`src/rtl/egress_lector_if.sv`:
```
// Egress reader bus: FIFO pop/read side, merged valid/ready output and status.
// master = the reader, slave = FIFOs plus downstream consumer.
interface egress_lector_if #(
  parameter int DATA_SIZE = 8,
  parameter int CNT_SIZE  = 6
);
  logic                 enable;
  logic                 empty_e0;
  logic                 empty_e1;
  logic [DATA_SIZE-1:0] data_e0;
  logic [DATA_SIZE-1:0] data_e1;
  logic                 pop_e0;
  logic                 pop_e1;
  logic                 ready_in;
  logic                 valid_out;
  logic [DATA_SIZE-1:0] data_out;
  logic                 dest_out;
  logic [CNT_SIZE-1:0]  cnt_e0;
  logic [CNT_SIZE-1:0]  cnt_e1;
  logic                 idle;

  modport master (
    input  enable, empty_e0, empty_e1, data_e0, data_e1, ready_in,
    output pop_e0, pop_e1, valid_out, data_out, dest_out, cnt_e0, cnt_e1, idle
  );

  modport slave (
    output enable, empty_e0, empty_e1, data_e0, data_e1, ready_in,
    input  pop_e0, pop_e1, valid_out, data_out, dest_out, cnt_e0, cnt_e1, idle
  );
endinterface

```
`src/rtl/egress_lector.sv`:
```
// Drains two egress FIFOs with round-robin pops, captures read data one cycle
// later into a 2-entry skid buffer, and tags each word with its source port.
//
// state | meaning
// OCC_0 | skid buffer empty
// OCC_1 | one word held (head in slot 0)
// OCC_2 | two words held, no further pop until one leaves
module egress_lector #(
  parameter int DATA_SIZE = 8,
  parameter int CNT_SIZE  = 6
) (
  input  logic           clk,
  input  logic           reset,
  egress_lector_if.master bus
);

  typedef enum logic [1:0] {
    OCC_0 = 2'd0,
    OCC_1 = 2'd1,
    OCC_2 = 2'd2
  } occ_t;

  occ_t                 occ;
  occ_t                 occ_nxt;
  logic                 inflight;
  logic                 inflight_src;
  logic                 rr_ptr;
  logic                 rr_ptr_nxt;
  logic [DATA_SIZE-1:0] buf_data [2];
  logic [1:0]           buf_dest;
  logic [CNT_SIZE-1:0]  cnt_e0_q;
  logic [CNT_SIZE-1:0]  cnt_e1_q;

  logic                 deq;
  logic [2:0]           load;
  logic [2:0]           limit;
  logic                 budget_ok;
  logic                 elig0;
  logic                 elig1;
  logic                 grant0;
  logic                 grant1;
  logic                 wr_idx;
  logic [DATA_SIZE-1:0] cap_data;

  always_ff @(posedge clk or posedge reset) begin
    if (reset) begin
      occ          <= OCC_0;
      inflight     <= 1'b0;
      inflight_src <= 1'b0;
      rr_ptr       <= 1'b0;
    end else begin
      occ          <= occ_nxt;
      inflight     <= grant0 | grant1;
      inflight_src <= grant1;
      rr_ptr       <= rr_ptr_nxt;
    end
  end

  always_comb begin
    deq        = (occ != OCC_0) & bus.ready_in;
    load       = {1'b0, occ} + {2'b00, inflight};
    limit      = 3'd2 + {2'b00, deq};
    // pops are gated by reset so the strobes are low while reset is held
    budget_ok  = ~reset & bus.enable & (load < limit);
    elig0      = budget_ok & ~bus.empty_e0;
    elig1      = budget_ok & ~bus.empty_e1;
    grant0     = 1'b0;
    grant1     = 1'b0;
    rr_ptr_nxt = rr_ptr;
    if (elig0 & elig1) begin
      grant0     = ~rr_ptr;
      grant1     = rr_ptr;
      rr_ptr_nxt = ~rr_ptr;
    end else if (elig0) begin
      grant0     = 1'b1;
      rr_ptr_nxt = 1'b1;
    end else if (elig1) begin
      grant1     = 1'b1;
      rr_ptr_nxt = 1'b0;
    end

    occ_nxt = occ;
    case ({inflight, deq})
      2'b10:   occ_nxt = (occ == OCC_0) ? OCC_1 : OCC_2;
      2'b01:   occ_nxt = (occ == OCC_2) ? OCC_1 : OCC_0;
      default: occ_nxt = occ;
    endcase

    // tail slot seen after this cycle's dequeue shift
    wr_idx   = (occ == OCC_2) | ((occ == OCC_1) & ~deq);
    cap_data = inflight_src ? bus.data_e1 : bus.data_e0;
  end

  always_ff @(posedge clk or posedge reset) begin
    if (reset) begin
      buf_data[0] <= '0;
      buf_data[1] <= '0;
      buf_dest    <= 2'b00;
    end else begin
      if (deq) begin
        buf_data[0] <= buf_data[1];
        buf_dest[0] <= buf_dest[1];
      end
      if (inflight) begin
        buf_data[wr_idx] <= cap_data;
        buf_dest[wr_idx] <= inflight_src;
      end
    end
  end

  always_ff @(posedge clk or posedge reset) begin
    if (reset) begin
      cnt_e0_q <= '0;
      cnt_e1_q <= '0;
    end else if (inflight) begin
      if (inflight_src) cnt_e1_q <= cnt_e1_q + 1'b1;
      else              cnt_e0_q <= cnt_e0_q + 1'b1;
    end
  end

  assign bus.pop_e0    = grant0;
  assign bus.pop_e1    = grant1;
  assign bus.valid_out = (occ != OCC_0);
  assign bus.data_out  = buf_data[0];
  assign bus.dest_out  = buf_dest[0];
  assign bus.cnt_e0    = cnt_e0_q;
  assign bus.cnt_e1    = cnt_e1_q;
  assign bus.idle      = (occ == OCC_0) & ~inflight;

endmodule

```
`src/flat_wrapper.sv`:
```
// flat-port wrapper written by rule: the top's interface ports become plain ports
module egress_lector_flat 
#(
  parameter int DATA_SIZE = 8,
  parameter int CNT_SIZE  = 6
)
  (clk, reset, bus_enable, bus_empty_e0, bus_empty_e1, bus_data_e0, bus_data_e1, bus_ready_in, bus_pop_e0, bus_pop_e1, bus_valid_out, bus_data_out, bus_dest_out, bus_cnt_e0, bus_cnt_e1, bus_idle);
  egress_lector_if #(.DATA_SIZE(DATA_SIZE), .CNT_SIZE(CNT_SIZE)) bus_i ();
  input  logic clk;
  input  logic reset;
  input wire logic [$bits(bus_i.enable)-1:0] bus_enable;
  input wire logic [$bits(bus_i.empty_e0)-1:0] bus_empty_e0;
  input wire logic [$bits(bus_i.empty_e1)-1:0] bus_empty_e1;
  input wire logic [$bits(bus_i.data_e0)-1:0] bus_data_e0;
  input wire logic [$bits(bus_i.data_e1)-1:0] bus_data_e1;
  input wire logic [$bits(bus_i.ready_in)-1:0] bus_ready_in;
  output wire logic [$bits(bus_i.pop_e0)-1:0] bus_pop_e0;
  output wire logic [$bits(bus_i.pop_e1)-1:0] bus_pop_e1;
  output wire logic [$bits(bus_i.valid_out)-1:0] bus_valid_out;
  output wire logic [$bits(bus_i.data_out)-1:0] bus_data_out;
  output wire logic [$bits(bus_i.dest_out)-1:0] bus_dest_out;
  output wire logic [$bits(bus_i.cnt_e0)-1:0] bus_cnt_e0;
  output wire logic [$bits(bus_i.cnt_e1)-1:0] bus_cnt_e1;
  output wire logic [$bits(bus_i.idle)-1:0] bus_idle;
  assign bus_i.enable = bus_enable;
  assign bus_i.empty_e0 = bus_empty_e0;
  assign bus_i.empty_e1 = bus_empty_e1;
  assign bus_i.data_e0 = bus_data_e0;
  assign bus_i.data_e1 = bus_data_e1;
  assign bus_i.ready_in = bus_ready_in;
  assign bus_pop_e0 = bus_i.pop_e0;
  assign bus_pop_e1 = bus_i.pop_e1;
  assign bus_valid_out = bus_i.valid_out;
  assign bus_data_out = bus_i.data_out;
  assign bus_dest_out = bus_i.dest_out;
  assign bus_cnt_e0 = bus_i.cnt_e0;
  assign bus_cnt_e1 = bus_i.cnt_e1;
  assign bus_idle = bus_i.idle;
  egress_lector #(.DATA_SIZE(DATA_SIZE), .CNT_SIZE(CNT_SIZE)) u_core (.clk(clk), .reset(reset), .bus(bus_i));
endmodule
```
`config.mk`:
```
export PLATFORM = sky130hd
export DESIGN_NAME = egress_lector_flat
export DESIGN_NICKNAME = d
export VERILOG_FILES = /design/src/rtl/egress_lector_if.sv /design/src/rtl/egress_lector.sv /design/src/flat_wrapper.sv
export SDC_FILE = /design/constraint.sdc
export NUM_CORES = 1
export LEC_CHECK = 0
export CORE_AREA = 2 2 62 64
export CTS_CLUSTER_DIAMETER = 100
export DETAILED_ROUTE_END_ITERATION = 12
export DIE_AREA = 0 0 64 66
export PLACE_DENSITY = 0.81
export SYNTH_ARGS = -nofsm -noshare
export SYNTH_HDL_FRONTEND = slang
export SYNTH_SLANG_ARGS = --single-unit
```
`constraint.sdc`:
```
create_clock -name clk -period 2.9 [get_ports clk]
set_input_delay 0.58 -clock clk [delete_from_list [all_inputs] [get_ports clk]]
set_output_delay 0.58 -clock clk [all_outputs]
set_load 0.01 [all_outputs]
```
==> key figures, run 1 <==
Run status
  • Status: complete, no violations

CTS
  • Clock slew at reported path FFs: 0.10 ns
  • Max clock buf depth: 2
  • CTS Buf Count: 5
  • H-tree levels: 2
  • Clock Sinks: 35
  • Root Buffer: clkbuf_4
  • CTS tree: yes
  • Worst-Skew Late Latency: 0.32 ns

Place
  • Detailed Place HPWL: 2.60 mm
  • Port bufs: 46
  • GPL Wtd Cong: 0.678
  • Inst Count DP: 241
  • Post-DP Area: 2170 µm²

Synthesis
  • Synth Area in XOR/XNOR: 5.57%
  • Avg Inst Size Synth: 10.9 µm²
  • #FFs+latches synth: 35
  • Syn. warnings: 0
  • Multiplexer share of the synthesized area: 12.4%
  • Synth Area in Compound Gates: 8.32%
  • Combinational family with the most area after synthesis: simple AND/OR/NAND/NOR gates
  • Mapped Nets: 185
  • Post-Synthesis Cells: 158
  • Mapped Area: 1730 µm²
  • Post-synthesis simple-gate area fraction: 12.4%
  • Sequential-to-total area share from yosys stat: 50.7%
  • Post-Synth Adder-Cell Area: 3.62%
  • Yosys cell types: 30

STA
  • Final setup vio count: 0
  • Highest clock rate: 0.383 GHz
  • Slew Limit Fails: 0
  • Slew Limit Headroom: 57.2%
  • Final Skew: 0.00869 ns
  • Final hold vios: 0
  • Hold_ws: 0.479 ns
  • Fin crit share: 90.0%
  • RSZ-0062 raised after global routing: no
  • Setup_tns: 0 ns
  • Post-route minimum period: 2.61 ns
  • Worst slew pin tran: 0.642 ns

GRT
  • Grt peak-use layer: met2
  • Largest net degree at the start of global routing: 36
  • Tot GR Track Use: 18.3%
  • Met3 Use GR: 4.94%
  • Antenna violations before repair: 0
  • First-pass GRT wire length: 5.86 mm
  • GR Layer Usage met2: 33.7%
  • Overflow after GRT: 0
  • Met1 global-route usage: 20.2%
  • Vias in the first global route: 1316

Cells and area
  • Layout Cells excl Fill: 251
  • Multi-input logic area: 734 µm²
  • NumNets Final: 229
  • Antenna cells: 0
  • Share of layout cells above drive strength 1: 16.7%
  • Layout area overhead: 31.5%
  • Fill cell count: 290
  • Final instance area: 2270 µm²
  • Register Area: 878 µm²
  • Post-layout util: 64.0%

Worst setup path
  • CP Class: reg2out
  • Critical-path maximum fanout: 6
  • Worst setup SP type: register
  • Required @ worst endpoint: 2.32 ns
  • CP arrival: 2.03 ns
  • Worst setup EP type: primary output

Power and ir drop
  • Pwr dens: 867 nW/µm²
  • VDD IR max: 0.000467 V
  • Pleak: 1.02 nW

Drt
  • DRC Markers: 0
  • WL final: 3.50 mm
  • Vias/cell: 5.06
  • Iteration-0 DRC Markers: 25
  • Vias: 1269
  • Drt first pass iters: 4
  • Final ANT Viol Nets: 0
  • Drt wl/cell: 14.0 µm

Floorplan
  • Core area: 3550 µm²
  • IO Pins: 47
  • Die ar.: 4220 µm²
  • Die H: 66 µm
  • Die Wd: 64 µm
  • Starting density of the core: 48.7%
  • Row count: 22

Run
  • MaxCap Viol Count: 0

Min path
  • Hold Crit Class: reg2reg
==> layer usage <==
metal / vias to the layer above / share of wire (%)
li1: 614 / -
met1: 623 / 40
met2: 28 / 56
met3: 4 / 2.8
met4: 0 / 1.2
met5: - / 0
==> path summary, 6_finish.rpt <==
check                                      from              endpoint  slack, ns  depth (start not counted)
setup / recovery                u_core.inflight            bus_pop_e0       0.29                          6
hold / removal             u_core.bus.cnt_e1[5]  u_core.bus.cnt_e1[5]       0.48                          1
setup reg to reg                  u_core.occ[0]    u_core.buf_dest[0]       1.10                          5
hold reg to reg            u_core.bus.cnt_e1[5]  u_core.bus.cnt_e1[5]       0.48                          1
max in group asynchronous                 reset       u_core.inflight       1.90                          3
min in group asynchronous                 reset         u_core.rr_ptr       0.67                          3
==> worst max-delay path, stage by stage (launching register included) <==
cell and delay (ns):
dfrtp_2 0.46, ha_1 0.23, ha_1 0.28, o21ai_0 0.11, nand3b_1 0.17, nor3_1 0.16
dlygate4sd2_1 0.29
==> cell usage after synthesis, drive strengths merged <==
cell type	count	area, µm²
a21oi	4	23.8
and2	1	6.26
buf	13	101
clkbuf	1	5.00
dfrtp	35	876
ha	5	62.6
inv	4	15.0
mux2	11	124
mux2i	9	90.1
nand2	22	82.6
nand3	1	5.00
nand3b	1	7.51
nand4	4	25.0
nor2	4	15.0
nor2b	5	31.3
nor3	1	5.00
nor3b	1	12.5
o21ai	20	111
o2bb2ai	1	8.76
or2	3	18.8
or3	1	6.26
xnor2	8	70.1
xor2	3	26.3
==> registers in the layout, summed over array words and instances, names as in the netlist <==
name	count
u_core.inflight_src	1
u_core.occ	2
u_core.rr_ptr	1
u_core.bus.cnt_e0	6
u_core.buf_data	8
u_core.buf_dest	2
u_core.inflight	1
u_core.bus.data_out	8
u_core.bus.cnt_e1	6
==> power by group <==
part | switching (W) | internal, W | leakage [nW] | total, W
Combinational | 0.000346 | 0.000457 | 0.527 | 0.000803
Clock | 0.000156 | 0.000204 | 0.0482 | 0.000360
Sequential | 0.000143 | 0.000665 | 0.449 | 0.000808
==> cells in the final DEF (no fill, tap or decap), types with 5 or more instances in the layout <==
master           Yosys  routed
clkdlybuf4s50_1      0      44
dfrtp_1             35      33
nand2_1             22      22
o21ai_0             16      15
mux2_2              11      11
mux2i_1              9       9
xnor2_1              8       8
ha_1                 5       5
clkbuf_4             0       5
buf_4                8       5
==> layout make-up <==
class                   instances  share of cell area [%]
clock buffers                   6                    2.26
clock inverters                 2                    1.54
inverters                       4                   0.660
multi-input cells             105                    32.3
flip-flops and latches         35                    38.6
well taps                      48                    2.64
repair buffers                 51                    22.0
==> cells by family after synthesis <==
kind of cell,after synthesis
flip-flops,35
adder cells (fa/ha/maj),5
buffers and inverters,18
XOR/XNOR,11
AND/OR/NAND/NOR,44
multiplexers,20
AO/OA/AOI/OAI,25
==> per-stage QoR <==
stage | power (W) | worst slack (ns)
floorplan | 0.00131 | 0.967
global placement | 0.00154 | 0.115
detailed placement | 0.00161 | 0.0195
CTS | 0.00198 | 0.0177
global route | 0.00212 | 0.127
finish | 0.00197 | 0.291
==> repair_timing <==
item	4_1_cts	5_1_grt
setup buffers	0	2
gates resized for setup	3	2
setup endpoints to repair	1	1
hold buffers	0	0
pin swaps	0	1
Power figures use the tool's default switching activity.
==> run 2, diff against run 1 <==
--- a/config.mk
+++ b/config.mk
@@ -5,11 +5,11 @@
 export SDC_FILE = /design/constraint.sdc
 export NUM_CORES = 1
 export LEC_CHECK = 0
-export CORE_AREA = 2 2 62 64
+export CORE_AREA = 2 2 67 69
 export CTS_CLUSTER_DIAMETER = 100
 export DETAILED_ROUTE_END_ITERATION = 12
-export DIE_AREA = 0 0 64 66
-export PLACE_DENSITY = 0.81
+export DIE_AREA = 0 0 69 71
+export PLACE_DENSITY = 0.73
 export SYNTH_ARGS = -nofsm -noshare
 export SYNTH_HDL_FRONTEND = slang
 export SYNTH_SLANG_ARGS = --single-unit
==> constraint.sdc (replaced) <==
create_clock -name clk -period 2.1 [get_ports clk]
set_input_delay 0.42 -clock clk [delete_from_list [all_inputs] [get_ports clk]]
set_output_delay 0.42 -clock clk [all_outputs]
set_load 0.01 [all_outputs]
==> key figures, run 2 (same netlist as run 1, synthesis figures left out) <==
Run status
  • Status: complete, no violations

Place
  • DP Worst Slack: -0.385 ns (-0.405 ns)
  • Port bufs: 46 (unchanged)
  • Detailed Place HPWL: 2.41 mm (-7.3%)
  • GPL Wtd Cong: 0.739 (+8.9%)

STA
  • Post-route minimum period: 2.03 ns
  • Fin crit share: 96.8%
  • Final Skew: 0.00474 ns (-0.00395 ns)
  • Final hold vios: 0 (unchanged)
  • Final setup vio count: 0 (unchanged)
  • Slew Limit Fails: 0 (unchanged)
  • Slew Limit Headroom: 70.2% (+13 points)
  • Highest clock rate: 0.492 GHz
  • Worst slew pin tran: 0.447 ns (-0.195 ns)
  • Hold_ws: 0.469 ns (-0.0100 ns)
  • Final worst setup slack: 0.0675 ns (-0.224 ns)

Floorplan
  • Die ar.: 4900 µm² (+16%)
  • Starting density of the core: 41.1% (-7.6 points)
  • Core area: 4200 µm² (+18%)
  • Die Wd: 69 µm (+7.8%)
  • IO Pins: 47 (unchanged)
  • Die H: 71 µm (+7.6%)
  • Row count: 24 (+9.1%)

GRT
  • Largest net degree at the start of global routing: 36 (unchanged)
  • Antenna violations before repair: 0 (unchanged)
  • Tot GR Track Use: 14.3% (-4.0 points)
  • Vias in the first global route: 1215 (-7.7%)
  • First-pass GRT wire length: 5.46 mm (-6.7%)
  • Overflow after GRT: 0 (unchanged)

Cells and area
  • Leading cell type in the layout, fill and taps excluded: clkdlybuf4s50_1
  • NumNets Final: 239 (+4.4%)
  • Fill cell count: 407 (+40%)
  • Most frequent cells in the layout: clkdlybuf4s50_1, dfrtp_1, nand2_1, buf_4, o21ai_0
  • Layout area overhead: 35.7%
  • Share of layout cells above drive strength 1: 21.1% (+4.4 points)
  • Antenna cells: 0 (unchanged)

Power and ir drop
  • Internal: 0.00181 W (+37%)
  • Sw frac: 32.5% (-0.23 points)
  • Switching pwr: 0.000873 W (+35%)
  • Pwr dens: 1140 nW/µm² (+32%)
  • Seq pwr share: 40.2% (-0.8 points)
  • Comb power frac: 42.6% (+1.9 points)
  • Clock Power Share: 17.3% (-1.0 points)
  • VDD IR max: 0.000614 V (+32%)
  • Pleak: 1.06 nW (+3.2%)

Drt
  • Final ANT Viol Nets: 0 (unchanged)
  • Iteration-0 DRC Markers: 53 (+110%)
  • Vias/cell: 4.77 (-5.7%)
  • WL final: 3.28 mm (-6.3%)
  • Vias: 1263 (-0.47%)
  • DRC Markers: 0 (unchanged)
  • Drt wl/cell: 12.4 µm (-11%)
  • Drt first pass iters: 4 (unchanged)

Worst setup path
  • Critical-path maximum fanout: 7 (+1)
  • Worst path slowest cell: clkdlybuf4s50_1
  • CP arrival: 1.61 ns (-0.42 ns)
  • Worst setup SP type: register
  • CP Cell Sequence: buf_4 -> or2_2 -> clkdlybuf4s50_1
  • Max incr delay on CP: 0.49 ns (+0.03 ns)
  • Worst setup EP type: primary output
  • CP Class: reg2out
  • Required @ worst endpoint: 1.68 ns (-0.64 ns)

Run
  • MaxCap Viol Count: 0 (unchanged)

CTS
  • H-tree levels: 2 (unchanged)
  • Clock slew at reported path FFs: 0.06 ns (-0.04 ns)
  • CTS Buf Count: 5 (unchanged)
  • Root Buffer: clkbuf_8
  • Max clock buf depth: 2 (unchanged)
  • Clock Sinks: 35 (unchanged)
  • CTS tree: yes
  • Worst-Skew Late Latency: 0.29 ns (-0.03 ns)

Min path
  • Hold Crit Class: reg2reg
run 2: cell type report:
class	instances	area (µm²)	share of cell area [%]
Inverter	4	15.0	0.640
Sequential cell	35	876	37.3
Clock buffer	7	76.3	3.25
Multi-Input combinational cell	105	748	31.9
Clock inverter	1	5.00	0.213
Timing Repair Buffer	61	562	23.9
Tap cell	52	65.1	2.77
run 2: per-layer routing:
| metal | share of wire [%] | wire length (µm) | GRT usage [%] |
|---|---|---|---|
| met5 | 0 | 0 | 0 |
| met4 | 2.7 | 88 | 7.84 |
| met3 | 5.2 | 172 | 5.27 |
| met2 | 49 | 1590 | 22.4 |
| met1 | 44 | 1430 | 17.2 |
run 2: worst max-delay path, delay by kind of cell (launching register included):
| family | cells | cell delay, ns |
|---|---|---|
| buffers and inverters | 2 | 0.65 |
| DFF | 1 | 0.38 |
| and+or+nand+nor | 1 | 0.30 |
run 2: timing repair:
action / in CTS / in global routing
pin swaps: 2 / 0
hold buffers: 0 / 0
gates resized for setup: 13 / 1
buffers inserted: 2 / 1
endpoints found under the setup margin: 3 / 1
run 2: power groups by stage:
stage               clock (W)  combinational [W]  sequential (W)
floorplan                   0           0.000701         0.00110
global placement            0            0.00111         0.00109
CTS                  0.000484            0.00116         0.00109
global route         0.000513            0.00127         0.00111
finish               0.000464            0.00114         0.00108
detailed placement          0            0.00114         0.00110
run 2: final timing paths:
| path | depth (start not counted) | slack, ns | from | to |
|---|---|---|---|---|
| min in group asynchronous | 3 | 0.57 | reset | u_core.bus.data_out[6] |
| max | 3 | 0.07 | u_core.occ[0] | bus_valid_out |
| min reg2reg | 1 | 0.47 | u_core.bus.cnt_e1[5] | u_core.bus.cnt_e1[5] |
| min | 1 | 0.47 | u_core.bus.cnt_e1[5] | u_core.bus.cnt_e1[5] |
| max reg2reg | 8 | 0.41 | u_core.occ[0] | u_core.occ[1] |
| max in group asynchronous | 3 | 1.22 | reset | u_core.buf_data[5] |
run 2: metrics by stage:
step | cells | utilization, % | power, W | TNS [ns] | instance area (µm²)
detailed placement | 254 | 53.2 | 0.00224 | -0.716 | 2240
global placement | 254 | 53.2 | 0.00220 | -0.669 | 2240
floorplan | 158 | - | 0.00180 | 0 | 1730
CTS | 264 | 55.5 | 0.00273 | 0 | 2330
finish | 265 | 55.8 | 0.00269 | 0 | 2350
global route | 265 | 55.8 | 0.00290 | -0.00481 | 2350
